==> config.mk <==
export PLATFORM = sky130hd
export DESIGN_NAME = window_reducer
export DESIGN_NICKNAME = d
export VERILOG_FILES = /design/src/rtl/window_reducer.sv
export SDC_FILE = /design/constraint.sdc
export NUM_CORES = 1
export LEC_CHECK = 0
export CAP_MARGIN = 15
export CORE_MARGIN = 3
export CORE_UTILIZATION = 50
export CTS_CLUSTER_DIAMETER = 150
export DETAILED_ROUTE_END_ITERATION = 10
export PLACE_DENSITY = 0.8
export SKIP_LAST_GASP = 1
export SLEW_MARGIN = 0
export SYNTH_ARGS = -nofsm -noshare
export SYNTH_HDL_FRONTEND = slang
export SYNTH_SLANG_ARGS = --single-unit
==> constraint.sdc <==
create_clock -name clk -period 7.3 [get_ports clk]
set_clock_uncertainty 0.1 [all_clocks]
set_input_delay 1.46 -clock clk [delete_from_list [all_inputs] [get_ports clk]]
set_output_delay 1.46 -clock clk [all_outputs]
set_load 0.05 [all_outputs]
==> src/rtl/window_reducer.sv <==
// rtl/window_reducer.sv - reduces fixed windows of signed samples to SUM/MIN/MAX/AVG
// Two-state READ/WRITE controller with sync/notify handshakes on both sides.
module window_reducer #(
  parameter int WINDOW = 4,
  localparam int LOG2W = $clog2(WINDOW)
) (
  input  logic               clk,
  input  logic               rst,
  input  logic signed [31:0] in_data,
  input  logic               in_sync,
  output logic               in_notify,
  input  logic [1:0]         mode,
  output logic signed [31:0] out_data,
  output logic               out_sat,
  output logic               out_notify,
  input  logic               out_sync
);

  localparam int AW = 32 + LOG2W;

  typedef enum logic {S_READ, S_WRITE} state_t;

  state_t                r_state;
  logic [LOG2W-1:0]      r_count;
  logic signed [AW-1:0]  r_acc;
  logic signed [31:0]    r_min;
  logic signed [31:0]    r_max;
  logic [1:0]            r_mode;
  logic signed [31:0]    r_out_data;
  logic                  r_out_sat;
  logic                  r_in_notify;
  logic                  r_out_notify;

  logic                  w_first;
  logic                  w_last;
  logic signed [AW-1:0]  w_sample;
  logic signed [AW-1:0]  w_acc_next;
  logic signed [31:0]    w_min_next;
  logic signed [31:0]    w_max_next;
  logic [1:0]            w_mode_eff;
  logic [LOG2W:0]        w_acc_hi;
  logic                  w_overflow;
  logic signed [31:0]    w_sum_clamped;
  logic signed [31:0]    w_avg;
  logic signed [31:0]    w_result;
  logic                  w_result_sat;

  assign w_first    = (r_count == '0);
  assign w_last     = (r_count == LOG2W'(WINDOW - 1));
  assign w_sample   = {{LOG2W{in_data[31]}}, in_data};
  assign w_acc_next = w_first ? w_sample : r_acc + w_sample;
  assign w_min_next = (w_first || in_data < r_min) ? in_data : r_min;
  assign w_max_next = (w_first || in_data > r_max) ? in_data : r_max;
  assign w_mode_eff = w_first ? mode : r_mode;

  // Accumulator fits 32 bits only when everything from bit 31 up is a sign extension.
  assign w_acc_hi      = w_acc_next[AW-1:31];
  assign w_overflow    = !((&w_acc_hi) || !(|w_acc_hi));
  assign w_sum_clamped = !w_overflow ? w_acc_next[31:0]
                       : (w_acc_next[AW-1] ? 32'sh8000_0000 : 32'sh7FFF_FFFF);
  // Top 32 bits of the accumulator are exactly acc >>> LOG2W (floor toward -inf).
  assign w_avg         = w_acc_next[AW-1:LOG2W];

  always_comb begin
    w_result     = w_sum_clamped;
    w_result_sat = 1'b0;
    case (w_mode_eff)
      2'd0: begin
        w_result     = w_sum_clamped;
        w_result_sat = w_overflow;
      end
      2'd1: w_result = w_min_next;
      2'd2: w_result = w_max_next;
      2'd3: w_result = w_avg;
      default: w_result = w_sum_clamped;
    endcase
  end

  always_ff @(posedge clk) begin
    if (rst) begin
      r_state      <= S_READ;
      r_count      <= '0;
      r_acc        <= '0;
      r_min        <= '0;
      r_max        <= '0;
      r_mode       <= 2'd0;
      r_out_data   <= '0;
      r_out_sat    <= 1'b0;
      r_in_notify  <= 1'b1;
      r_out_notify <= 1'b0;
    end else begin
      case (r_state)
        S_READ: begin
          if (in_sync && r_in_notify) begin
            r_acc   <= w_acc_next;
            r_min   <= w_min_next;
            r_max   <= w_max_next;
            r_mode  <= w_mode_eff;
            r_count <= r_count + 1'b1;
            if (w_last) begin
              r_out_data   <= w_result;
              r_out_sat    <= w_result_sat;
              r_out_notify <= 1'b1;
              r_in_notify  <= 1'b0;
              r_count      <= '0;
              r_state      <= S_WRITE;
            end
          end
        end
        S_WRITE: begin
          if (out_sync) begin
            r_out_notify <= 1'b0;
            r_in_notify  <= 1'b1;
            r_count      <= '0;
            r_state      <= S_READ;
          end
        end
        default: r_state <= S_READ;
      endcase
    end
  end

  assign in_notify  = r_in_notify;
  assign out_notify = r_out_notify;
  assign out_data   = r_out_data;
  assign out_sat    = r_out_sat;

endmodule

==> out/summary.txt <==
===========================================================================================
Pwr dens                                                                       232.7 nW/µm²
Accumulated negative setup slack                                                       0 ns
Worst Path Class, Setup                                                        input pin to register
Master of the slowest instance on the critical path                            sky130_fd_sc_hd__a211o_1
Final hold vios                                                                           0
Number of buffers and inverters on the critical path                                      2
Post-synthesis instance total                                                          1449
Inserted Clock Buffers                                                                   17
Top cell types by occurrence after synthesis                                   176 x sky130_fd_sc_hd__nand2_1, 145 x sky130_fd_sc_hd__a21oi_1, 138 x sky130_fd_sc_hd__dfxtp_1, 130 x sky130_fd_sc_hd__nor2_1, 98 x sky130_fd_sc_hd__ha_1
Synth Flop Type                                                                sky130_fd_sc_hd__dfxtp_1
Horiz. Die Dim                                                                     152.1 µm
Worst Min Path Start                                                              r_min[12]
Setup repair after global routing missed its margin                                      no
Clock-pin transition on the worst setup and hold timing paths                       0.06 ns
Vias in the first global route                                                        10550
Effective utilization at floorplan                                                   0.5172
Total length of routed wires                                                       36.01 mm
Unique masters post-synth                                                                72
Critical Path, Cell by Cell                                                    clkdlybuf4s50_1 > inv_1 > fa_1 > nand2b_1 > a21oi_1 > o211ai_1 > a21oi_1 > o311ai_0 > nor3_1 > a211o_1 > a211oi_1 > o41ai_1
Die extent in y                                                                    152.1 µm
Cell class contributing the biggest share of worst-path delay                  compound AO/OA/AOI/OAI gates
Largest net degree at the start of global routing                                        72
Final net count                                                                        1612
Overflow left after global routing                                                        0
Area inside the core boundary                                                     20620 µm²
Final Max Tran Viols                                                                      0
Worst-Margin Slew                                                                  1.130 ns
Ratio of final minimum period to clock period                                        0.7751
Maximum single-stage delay on the critical path                                     0.92 ns
Antenna violations before repair                                                          0
Count of warnings emitted by yosys                                                        0
Flop-to-flop setup slack                                                            3.05 ns
Number of instances on the worst hold path                                                2
Average vias per placed instance                                                      6.488
Clk buf depth                                                                             2
Leakage power                                                                      5.024 nW
Library cell with the highest instance count after synthesis                   sky130_fd_sc_hd__nand2_1
End point of the worst hold path                                                  r_min[12]
Largest cells by area after synthesis                                          sky130_fd_sc_hd__dfxtp_1 26%, sky130_fd_sc_hd__ha_1 11%, sky130_fd_sc_hd__a21oi_1 6.8%
Ports placed on the boundary                                                             73
Seq/Total Area, Yosys                                                                0.2590
Clk_lat worst skew                                                                  0.43 ns
Max Cap Violations                                                                        0
Wire length of the first global-routing pass                                       56.75 mm
Number of hold buffers added after cts                                                    0
Flop and latch count out of synthesis                                                   138
Worst supply voltage drop on vdd                                                   192.0 µV
Quantity of I/O buffers inserted on ports                                                72
Site Rows                                                                                52
Outcome                                                                           completed
Final standard cell utilization of the core                                          0.5981
Worst Reg-to-Reg Cells                                                                   12
Data required time of the worst path                                                7.53 ns
Half-perimeter wire length of the detailed placement result                        25.85 mm
Time the final worst path needs with I/O delays and setup                          5.659 ns
Most common cell type on the critical path                                     sky130_fd_sc_hd__a21oi_1
Final Wtd Congestion                                                                 0.9949
Number of setup buffers added after CTS                                                   0
CTS tree                                                                              built
Worst min-delay path category                                                  register to register
TritonRoute pass-1 iters                                                                  6
Kind of capture point of the worst setup path                                      register
Number of design-rule violations left by the first detailed-router iteration           1603
Area delta synth->final                                                              15.63%
Maximum level of the CTS H-tree                                                           4
Worst setup SP type                                                               input pin
Fraction of layout cells with a size suffix above 1                                 0.05780
Tightest hold margin                                                              0.3552 ns
Leading area contributor after synthesis                                       sky130_fd_sc_hd__dfxtp_1
# setup viols final                                                                       0
Via count                                                                             11410
Source of the worst register-to-register timing path                               r_acc[0]
Filler cell count                                                                      1794
Number of antenna diodes                                                                  0
Relative max-transition margin                                                       0.2464
Final routed DRC violation total                                                          0
Achievable frequency                                                              176.7 MHz
Post-layout power                                                                0.002871 W
Portion of synthesized cell area occupied by the leading cell type                   0.2590
Number of enable-type register cells in the synthesized netlist                           0
Clk sinks                                                                               138
Routed wire length per instance                                                    20.48 µm
Global router's overall resource usage                                               0.2989
Capture instance of the worst register-to-register path                        out_data[24]
Quantity of gates resized following cts                                                   0
Post-route setup slack                                                             1.641 ns
Root buffer selected by CTS                                                    sky130_fd_sc_hd__clkbuf_16
Total die area                                                                    23120 µm²
Async S/R FF share, synth                                                                 0
Worst setup slack after placement                                                  1.403 ns
Data arrival at the endpoint of the critical path                                   5.88 ns
Synth Cell Area                                                                   10670 µm²
Highest fanout seen on the critical path                                                 32
Stages on the worst setup path                                                           12
Synthesized netlist net count                                                          1586
Antenna-violating nets left                                                               0
Average instance area after synthesis                                             7.362 µm²
===========================================================================================
-- sequential cells by signal (all words and copies together), names as in the netlist --
signal,cells
out_sat,1
r_state,1
r_acc,34
r_mode,2
r_max,32
r_count,2
r_min,32
in_notify,1
out_notify,1
out_data,32
-- worst max-delay path by stage --
stage	slack [ns]	startpoint	endpoint
after floorplan	2.99	in_data[4]	out_data[22]
after global placement	1.48	in_data[2]	out_data[28]
after detailed placement	1.40	in_data[0]	out_data[26]
after CTS	1.84	in_data[0]	out_data[26]
after global routing	1.46	in_data[0]	out_data[25]
final	1.64	in_data[1]	out_data[24]
-- cells in the final DEF, fill, tap and decap left out, types with 17 or more instances in the layout --
| cell | n |
|---|---|
| sky130_fd_sc_hd__clkbuf_16 | 17 |
| sky130_fd_sc_hd__o211ai_1 | 24 |
| sky130_fd_sc_hd__mux2i_1 | 40 |
| sky130_fd_sc_hd__ha_1 | 97 |
| sky130_fd_sc_hd__nand4_1 | 17 |
| sky130_fd_sc_hd__inv_1 | 89 |
| sky130_fd_sc_hd__clkdlybuf4s50_1 | 71 |
| sky130_fd_sc_hd__a211oi_1 | 42 |
| sky130_fd_sc_hd__and3_1 | 26 |
| sky130_fd_sc_hd__o31ai_1 | 21 |
| sky130_fd_sc_hd__dfxtp_1 | 138 |
| sky130_fd_sc_hd__buf_4 | 29 |
| sky130_fd_sc_hd__nand2_1 | 176 |
| sky130_fd_sc_hd__nor2_1 | 128 |
| sky130_fd_sc_hd__a21oi_1 | 145 |
| sky130_fd_sc_hd__nand3_1 | 44 |
| sky130_fd_sc_hd__o21ai_0 | 90 |
| sky130_fd_sc_hd__a31oi_1 | 19 |
| sky130_fd_sc_hd__nor3_1 | 45 |
-- stage by stage --
step / cell area, µm² / instances
floorplan: 10670 / 1449
finish: 12340 / 1758
detailed placement: 11610 / 1726
global placement: 11610 / 1726
global route: 12340 / 1758
CTS: 12340 / 1758
-- final cells by class --
cell class / instances / area, µm² / area share
well taps: 270 / 337.8 / 0.02739
multi-input cells: 1128 / 7246 / 0.5874
clock buffers: 20 / 456.7 / 0.03702
flip-flops and latches: 138 / 2763 / 0.2240
inverters: 90 / 337.8 / 0.02739
repair buffers: 100 / 928.4 / 0.07526
clock inverters: 12 / 266.5 / 0.02160
-- kinds of logic after synthesis --
kind of cell               count (synthesis)  synth area share
DFF                                      138            0.2590
and+or+nand+nor                          501            0.2145
muxes                                     46           0.04375
xor gates and xnor gates                  25           0.02182
adders and majority gates                 99            0.1168
buffers and inverters                    183           0.06615
AOI/OAI and AO/OA                        457            0.2780
-- metal layers --
| metal | share of wire | global-route usage | wire length, µm |
|---|---|---|---|
| met5 | 0 | 0 | 0 |
| met4 | 0.040 | 0.1259 | 1435 |
| met3 | 0.11 | 0.04863 | 3939 |
| met2 | 0.44 | 0.4627 | 15700 |
| met1 | 0.41 | 0.4137 | 14940 |
-- tightest hold or removal path, delay by kind of cell, from the launching register on --
family | cells | cell delay, ns
flops | 1 | 0.31
compound gates | 1 | 0.05
simple gates | 1 | 0.05
-- power by group --
| part | total (W) | switching [W] | leakage (nW) | internal [W] |
|---|---|---|---|---|
| sequential | 0.000847 | 0.0000381 | 1.13 | 0.000809 |
| clock | 0.00108 | 0.000351 | 0.350 | 0.000728 |
| combinational | 0.000945 | 0.000618 | 3.54 | 0.000327 |
| total | 0.00287 | 0.00101 | 5.02 | 0.00186 |
Note: power is estimated with default switching activity, not from simulation.
